===== config.mk =====
export PLATFORM = sky130hd
export DESIGN_NAME = uart_tx_scheduler
export DESIGN_NICKNAME = d
export VERILOG_FILES = /design/src/rtl/uart_tx_scheduler_pkg.sv /design/src/rtl/uart_tx_scheduler_rr_arb2.sv /design/src/rtl/uart_tx_scheduler.sv
export SDC_FILE = /design/constraint.sdc
export NUM_CORES = 1
export LEC_CHECK = 0
export CAP_MARGIN = 10
export CORE_ASPECT_RATIO = 0.8
export CORE_MARGIN = 1
export CORE_UTILIZATION = 30
export CTS_CLUSTER_SIZE = 40
export DETAILED_ROUTE_END_ITERATION = 16
export SYNTH_ARGS = -nofsm -noshare
export SYNTH_HDL_FRONTEND = slang
export SYNTH_SLANG_ARGS = --single-unit

===== constraint.sdc =====
create_clock -name clk -period 3.75 [get_ports clk]
set_input_delay 0.75 -clock clk [delete_from_list [all_inputs] [get_ports clk]]
set_output_delay 0.75 -clock clk [all_outputs]
set_load 0.05 [all_outputs]

===== src/rtl/uart_tx_scheduler_pkg.sv =====
// Shared definitions for the UART TX scheduler: state encodings, requester IDs
// and how many bytes each requester contributes to a transfer.
package uart_tx_scheduler_pkg;

  typedef enum logic [1:0] {
    IDLE  = 2'd0,
    DRAIN = 2'd1,
    SEND  = 2'd2
  } sched_state_t;

  typedef enum logic {
    REQ_ALU = 1'b0,
    REQ_RF  = 1'b1
  } req_id_t;

  localparam logic [1:0] ALU_BYTES = 2'd2;
  localparam logic [1:0] RF_BYTES  = 2'd1;

  function automatic logic [1:0] byte_count(input req_id_t id);
    return (id == REQ_ALU) ? ALU_BYTES : RF_BYTES;
  endfunction

endpackage


===== src/rtl/uart_tx_scheduler_rr_arb2.sv =====
// Two-way round-robin arbiter. Bit 0 is the ALU, bit 1 the register file; the
// pointer remembers the last winner and only moves when the grant is taken.
module rr_arb2
  import uart_tx_scheduler_pkg::*;
(
  input  logic       clk,
  input  logic       rst,
  input  logic [1:0] req,
  input  logic       take,
  output logic [1:0] grant,
  output req_id_t    last
);

  // On a tie the requester that did not win last time is favoured.
  always_comb begin
    grant = 2'b00;
    case (req)
      2'b01:   grant = 2'b01;
      2'b10:   grant = 2'b10;
      2'b11:   grant = (last == REQ_RF) ? 2'b01 : 2'b10;
      default: grant = 2'b00;
    endcase
  end

  // Reset value REQ_RF makes the ALU the first winner of a tie.
  always_ff @(posedge clk or negedge rst) begin
    if (!rst) begin
      last <= REQ_RF;
    end else if (take && (grant != 2'b00)) begin
      last <= grant[1] ? REQ_RF : REQ_ALU;
    end
  end

endmodule


===== src/rtl/uart_tx_scheduler.sv =====
// Shares one UART TX frame engine between the ALU result path (two bytes, LSB
// first) and the register-file read path (one byte).
module uart_tx_scheduler
  import uart_tx_scheduler_pkg::*;
#(
  parameter int DATA_WIDTH  = 8,
  parameter int ACK_TIMEOUT = 16
) (
  input  logic                    clk,
  input  logic                    rst,
  input  logic                    alu_req,
  input  logic [2*DATA_WIDTH-1:0] alu_data,
  output logic                    alu_ack,
  input  logic                    rf_req,
  input  logic [DATA_WIDTH-1:0]   rf_data,
  output logic                    rf_ack,
  input  logic                    tx_busy,
  output logic                    tx_data_valid,
  output logic [DATA_WIDTH-1:0]   tx_p_data,
  output logic                    sched_busy,
  output logic                    tx_err
);

  localparam int TW = (ACK_TIMEOUT > 1) ? $clog2(ACK_TIMEOUT) : 1;
  localparam logic [TW-1:0] TO_LAST = TW'(ACK_TIMEOUT - 1);

  sched_state_t            state, state_n;
  logic [2*DATA_WIDTH-1:0] buffer, buffer_n;
  logic [1:0]              bytes_left, bytes_n;
  logic [TW-1:0]           to_cnt, to_n;
  logic                    alu_ack_n, rf_ack_n, err_n;
  logic                    take;
  logic [1:0]              grant;
  req_id_t                 src;

  // The arbiter's last-grant pointer doubles as the source of the buffered transfer.
  rr_arb2 u_arb (
    .clk   (clk),
    .rst   (rst),
    .req   ({rf_req, alu_req}),
    .take  (take),
    .grant (grant),
    .last  (src)
  );

  always_ff @(posedge clk or negedge rst) begin
    if (!rst) begin
      state      <= IDLE;
      buffer     <= '0;
      bytes_left <= '0;
      to_cnt     <= '0;
      alu_ack    <= 1'b0;
      rf_ack     <= 1'b0;
      tx_err     <= 1'b0;
    end else begin
      state      <= state_n;
      buffer     <= buffer_n;
      bytes_left <= bytes_n;
      to_cnt     <= to_n;
      alu_ack    <= alu_ack_n;
      rf_ack     <= rf_ack_n;
      tx_err     <= err_n;
    end
  end

  // DRAIN always precedes SEND so the UART finishes any earlier frame first and
  // tx_data_valid drops between the two ALU bytes.
  always_comb begin
    state_n   = state;
    buffer_n  = buffer;
    bytes_n   = bytes_left;
    to_n      = to_cnt;
    alu_ack_n = 1'b0;
    rf_ack_n  = 1'b0;
    err_n     = 1'b0;
    take      = 1'b0;
    case (state)
      IDLE: begin
        if (grant != 2'b00) begin
          take      = 1'b1;
          buffer_n  = grant[1] ? {{DATA_WIDTH{1'b0}}, rf_data} : alu_data;
          bytes_n   = byte_count(grant[1] ? REQ_RF : REQ_ALU);
          alu_ack_n = grant[0];
          rf_ack_n  = grant[1];
          state_n   = DRAIN;
        end
      end
      DRAIN: begin
        if (!tx_busy) begin
          if (bytes_left != 2'd0) begin
            to_n    = '0;
            state_n = SEND;
          end else begin
            state_n = IDLE;
          end
        end
      end
      SEND: begin
        if (tx_busy) begin
          bytes_n = bytes_left - 2'd1;
          state_n = DRAIN;
        end else if (to_cnt == TO_LAST) begin
          err_n   = 1'b1;
          bytes_n = 2'd0;
          state_n = IDLE;
        end else begin
          to_n = to_cnt + TW'(1);
        end
      end
      default: state_n = IDLE;
    endcase
  end

  // Outputs decode registered state only; the upper ALU byte goes out last.
  always_comb begin
    tx_data_valid = (state == SEND);
    sched_busy    = (state != IDLE);
    tx_p_data     = '0;
    if (state == SEND) begin
      if ((src == REQ_ALU) && (bytes_left == 2'd1)) begin
        tx_p_data = buffer[2*DATA_WIDTH-1:DATA_WIDTH];
      end else begin
        tx_p_data = buffer[DATA_WIDTH-1:0];
      end
    end
  end

endmodule


==> results of run 1 <==
==> routing by layer <==
layer	GRT usage	wire [µm]	vias to the layer above
met4	0.0536	57	0
met1	0.197	1630	560
met5	0	0	-
met3	0.0257	178	5
met2	0.223	1460	33
li1	-	-	575
==> critical path, cell delays in order, from the launching register on <==
cell	delay (ns)
dfstp_2	0.57
nand2b_1	0.46
mux2i_1	0.16
nor2_1	0.12
clkdlybuf4s50_1	0.81
==> layout by cell type (no fill, tap or decap), types with 2 or more instances in the layout <==
| cell | netlist | routed |
|---|---|---|
| inv_1 | 5 | 5 |
| nor3_1 | 2 | 2 |
| a21oi_1 | 4 | 4 |
| mux2i_1 | 16 | 16 |
| clkdlybuf4s50_1 | 0 | 41 |
| a22o_1 | 8 | 8 |
| ha_1 | 3 | 3 |
| nor2_1 | 9 | 9 |
| mux2_2 | 2 | 2 |
| dfrtp_1 | 27 | 27 |
| nand3_1 | 3 | 3 |
| o21ai_0 | 18 | 18 |
| clkbuf_8 | 0 | 3 |
| o211ai_1 | 3 | 3 |
| nand2b_1 | 2 | 2 |
| a31oi_1 | 2 | 2 |
==> worst paths after layout <==
path / startpoint / to / cells past startpoint
min in group asynchronous: rst / buffer[15] / 2
max in group asynchronous: rst / u_arb.last / 2
setup / recovery: u_arb.last / tx_p_data[5] / 4
setup reg to reg: state[0] / to_cnt[0] / 4
hold reg to reg: bytes_left[1] / bytes_left[1] / 1
hold / removal: bytes_left[1] / bytes_left[1] / 1
==> synthesized netlist by cell type, drive strengths merged, types with 2 or more instances <==
cell type,n,share of area
mux2i,16,0.11
o211ai,3,0.015
nor3,4,0.025
a22o,8,0.048
mux2,2,0.015
o21ai,19,0.068
inv,6,0.015
a31oi,2,0.0086
buf,3,0.016
a21oi,5,0.020
a21boi,3,0.018
nor2,10,0.031
nand3,3,0.010
clkbuf,2,0.0052
ha,3,0.026
nand2b,3,0.015
dfrtp,27,0.46
==> flip-flops by register name, indices dropped and copies added, names as in the netlist <==
name        count
alu_ack         1
buffer         16
bytes_left      2
rf_ack          1
state           2
to_cnt          4
tx_err          1
u_arb.last      1
==> through the flow <==
stage	setup WS (ns)	hold WS, ns
2_1_floorplan	1.41	0.454
3_3_place_gp	0.930	0.490
3_5_place_dp	0.869	0.495
4_1_cts	0.545	0.519
5_1_grt	0.452	0.538
6_report	0.588	0.518
==> final cells by class <==
class | instances | area (µm²) | area share
multi-input combinational | 93 | 697 | 0.350
tap | 60 | 75.1 | 0.0377
timing repair buffer | 42 | 418 | 0.210
inverter | 7 | 26.3 | 0.0132
sequential | 28 | 702 | 0.353
clock buffer | 3 | 41.3 | 0.0208
clock inverter | 1 | 30.0 | 0.0151
==> power breakdown <==
group	leakage, µW	internal, µW	total [µW]	switching [µW]
clock network	0.0000357	143	239	95.9
logic	0.000461	249	583	334
registers	0.000355	429	529	99.5
==> cells by family (layout without fill, tap and decap cells) <==
family | after synthesis | after routing | share of synthesized area
AO/OA/AOI/OAI | 44 | 44 | 0.205
adder cells (fa/ha/maj) | 3 | 3 | 0.0258
buffers and inverters | 12 | 53 | 0.0395
flip-flops | 28 | 28 | 0.482
multiplexers | 18 | 18 | 0.125
AND/OR/NAND/NOR | 28 | 28 | 0.122
==> impl_metrics.tcl, run 1 <==
set metrics [dict create \
    status "complete, no violations" \
    grt_overflow 0 \
    fin_area_um2 1990 \
    clock_sinks 28 \
    antenna_found_initial 0 \
    syn_avg_cell_area_um2 11.0 \
    hpwl_um 2390 \
    first_pass_iters 4 \
    place.gp.congestion 0.740 \
    clk_path_buf_depth 2 \
    cts-root-buf "clkbuf_8" \
    io_pins 42 \
    critical_path_class "flop to output pin" \
    finalCritPeriodShare 0.843 \
    synth_cell_type_count 42 \
    clk_latency_ns 0.28 \
    cts_tree "done" \
    fin_tns_setup_ns 0 \
    fp.dieH_um 64.3 \
    fin_util 0.430 \
    rows 22 \
    hold_viol 0 \
    leakage_uw 0.000852 \
    n_fill_cell 446 \
    antenna_cells 0 \
    yosys_warnings 0 \
    worstSetupEndpointType "output pin" \
    io_buffers 41 \
    worst_pin_slew_ns 0.900 \
    routed_wl_um 3320 \
    crit_fanout 8 \
    ir_worst_vdd_mv 0.237 \
    htree_num_levels 1 \
    path_clk_slew_ns 0.10 \
    synthCells 133 \
    synth_nets 165 \
    setup-violations-final 0 \
    post_drt_wl_per_cell_um 14.2 \
    ctsResizeCount 0 \
    grt_max_degree 29 \
    fp.dieW_um 79.9 \
    period_minus_slack_ns 3.16 \
    syn_area_um2 1460 \
    grt_use_total 0.143 \
    instances_no_fill 234 \
    crit_arrival_ns 2.41 \
    ys_seq_area_frac 0.482 \
    ys.flop_type "dfrtp_1" \
    core_um2 4620 \
    synth_edf_count 0 \
    placed_cell_area_um2 1920 \
    maxCapViolations 0 \
    via_count 1173 \
    start_kind "flop" \
    drc 0 \
    cts_inserted_buffers 3 \
    postCtsHoldBufs 0 \
    die_area_um2 5140 \
    max_slew_margin 0.396 \
    post-cts-setup-buffers 0 \
    grt_pass1_wl_um 5650 \
    dp_cells 230 \
    fin_skew_ns 0.00921 \
    drive_above_1_share 0.0977 \
    p_per_area_nw_per_um2 679 \
    num-nets-final 207 \
    initial_utilization 0.315 \
    max_freq_ghz 0.316 \
    synth-async-reset-ratio 1.00 \
    required_ns 3.00 \
    syn_to_final_growth_pct 36.6 \
    total_power_uw 1350 \
    grt_pass1_vias 1194 \
    rrSetupSlack_ns 2.08 \
    drt_iter0_drc 28 \
    vias_per_cell 5.01 \
    drtAntennaViolNets 0 \
    synth-seq-cells 28 \
    hold_class "flop to flop" \
    drv_slew 0 \
    rsz0062_at_grt "false" \
]
Power figures use the tool's default switching activity.
==> run 2: changes to the inputs <==
- clock period: 3.75 -> 2.8 ns (I/O delays scaled with it)
==> run 2 against run 1 <==
Against the previous run: total power grew 35%; wire length is 4.0% higher; first-iteration DRC count rose by 110%; clock-buffer cell count unchanged; highest routed layer unchanged.
==> impl_metrics.tcl, run 2 (synthesis gave the netlist of run 1 again) <==
set metrics [dict create \
    start_kind "flop" \
    crit_cells 3 \
    slowest_stage "clkdlybuf4s50_1" \
    first_pass_iters 4 \
    fin_skew_ns 0.00427 \
    syn_to_final_growth_pct 36.3 \
    fp.dieW_um 79.9 \
    min_path_cells 1 \
    cts_inserted_buffers 3 \
    instances_no_fill 236 \
    critical_path_class "flop to output pin" \
    grt_pass1_wl_um 5770 \
    ir_worst_vdd_mv 0.313 \
    drtAntennaViolNets 0 \
    leakage_uw 0.000877 \
    largest_reg_flops 16 \
    regArea_um2 702 \
    fp.dieH_um 64.3 \
    fin_tns_setup_ns 0 \
    multi_input_area_um2 697 \
    fin_area_um2 1980 \
    grt_overflow 0 \
    critical_path_buf_inv_count 2 \
    cts-root-buf "clkbuf_8" \
    hold_class "flop to flop" \
    status "complete, no violations" \
    rrSetupSlack_ns 1.11 \
    io_buffers 41 \
    cts_tree "done" \
    routed_wl_um 3460 \
    reg2reg_depth 4 \
    setup-violations-final 0 \
    clk_latency_ns 0.27 \
    place.gp.congestion 0.745 \
    hold_viol 0 \
    max_flop_register "buffer" \
    rows 22 \
    worstSetupEndpointType "output pin" \
    placed_cell_area_um2 1910 \
    num-nets-final 209 \
    p_per_area_nw_per_um2 918 \
    crit_arrival_ns 2.00 \
    drive_above_1_share 0.153 \
    via_count 1196 \
    fin_hold_ws_ns 0.516 \
    htree_num_levels 1 \
    mostFrequentLayoutCell "clkdlybuf4s50_1" \
    post-cts-setup-buffers 0 \
    antenna_found_initial 0 \
    die_area_um2 5140 \
    ctsResizeCount 0 \
    clk_path_buf_depth 2 \
    rsz0062_at_grt "false" \
    n_fill_cell 442 \
    antenna_cells 0 \
    required_ns 2.24 \
    postCtsHoldBufs 0 \
    post_drt_wl_per_cell_um 14.6 \
    final_cell_mix "clkdlybuf4s50_1 (33), dfrtp_1 (27), o21ai_0 (18), mux2i_1 (16), buf_4 (11)" \
    max_stage_delay_ns 0.83 \
    hpwl_um 2500 \
    finalCritPeriodShare 0.914 \
    clock_sinks 28 \
    core_um2 4620 \
    top_regs "buffer x16, to_cnt x4" \
    grt_max_degree 29 \
    drt_iter0_drc 58 \
    io_pins 42 \
    max_slew_margin 0.582 \
    initial_utilization 0.315 \
    period_minus_slack_ns 2.56 \
    path_clk_slew_ns 0.10 \
    maxCapViolations 0 \
    drv_slew 0 \
    dp_cells 232 \
    vias_per_cell 5.07 \
    grt_use_total 0.147 \
    crit_fanout 9 \
    cp_cell_sequence "nand2b_2, clkinv_1, clkdlybuf4s50_1" \
    drc 0 \
    max_freq_ghz 0.391 \
    grt_pass1_vias 1242 \
    worst_pin_slew_ns 0.627 \
    cp_top_family "buffers and inverters" \
]
[run 2: cell count changes in the layout (fill, tap and decap cells not counted), sizes merged]
cell	previous run	this run
buf	1	11
clkdlybuf4s50	41	33
[run 2: worst paths after layout]
kind                          startpoint            end
max in group asynchronous            rst     u_arb.last
min in group asynchronous            rst      to_cnt[1]
max                             state[0]  tx_data_valid
min                        bytes_left[1]  bytes_left[1]
max reg2reg                    to_cnt[1]  bytes_left[1]
min reg2reg                bytes_left[1]  bytes_left[1]
[run 2: area by class of cell]
type | count | share of cell area
Clock buffer | 3 | 0.0208
Clock inverter | 1 | 0.0151
Inverter | 7 | 0.0132
Multi-Input combinational cell | 93 | 0.351
Sequential cell | 28 | 0.354
Tap cell | 60 | 0.0378
Timing Repair Buffer | 44 | 0.208
[run 2: metrics by stage]
step | worst slack [ns] | power [µW] | util
4_1_cts | 0.252 | 1840 | 0.429
3_3_place_gp | 0.586 | 1480 | 0.414
2_1_floorplan | 0.649 | 1270 | -
6_report | 0.240 | 1820 | 0.429
5_1_grt | 0.156 | 1960 | 0.429
3_5_place_dp | 0.572 | 1520 | 0.414
[run 2: worst reg2reg max path, cell delays in order, from the launching register on]
cell and delay (ns):
dfrtp_1 0.41, ha_1 0.23, nand3_1 0.20, a311oi_2 0.38, mux2_2 0.37
[run 2: per-layer routing]
| metal | global-route usage | wire length, µm | vias to the layer above |
|---|---|---|---|
| met5 | 0 | 0 | - |
| met4 | 0.0647 | 44 | 0 |
| met3 | 0.0229 | 152 | 4 |
| met2 | 0.228 | 1520 | 36 |
| met1 | 0.202 | 1740 | 579 |
| li1 | - | - | 577 |
[run 2: power by group]
group          internal, µW  total [µW]  switching (µW)
clock network           191         320             129
registers               575         708             133
logic                   338         794             456
total                  1100        1820             717
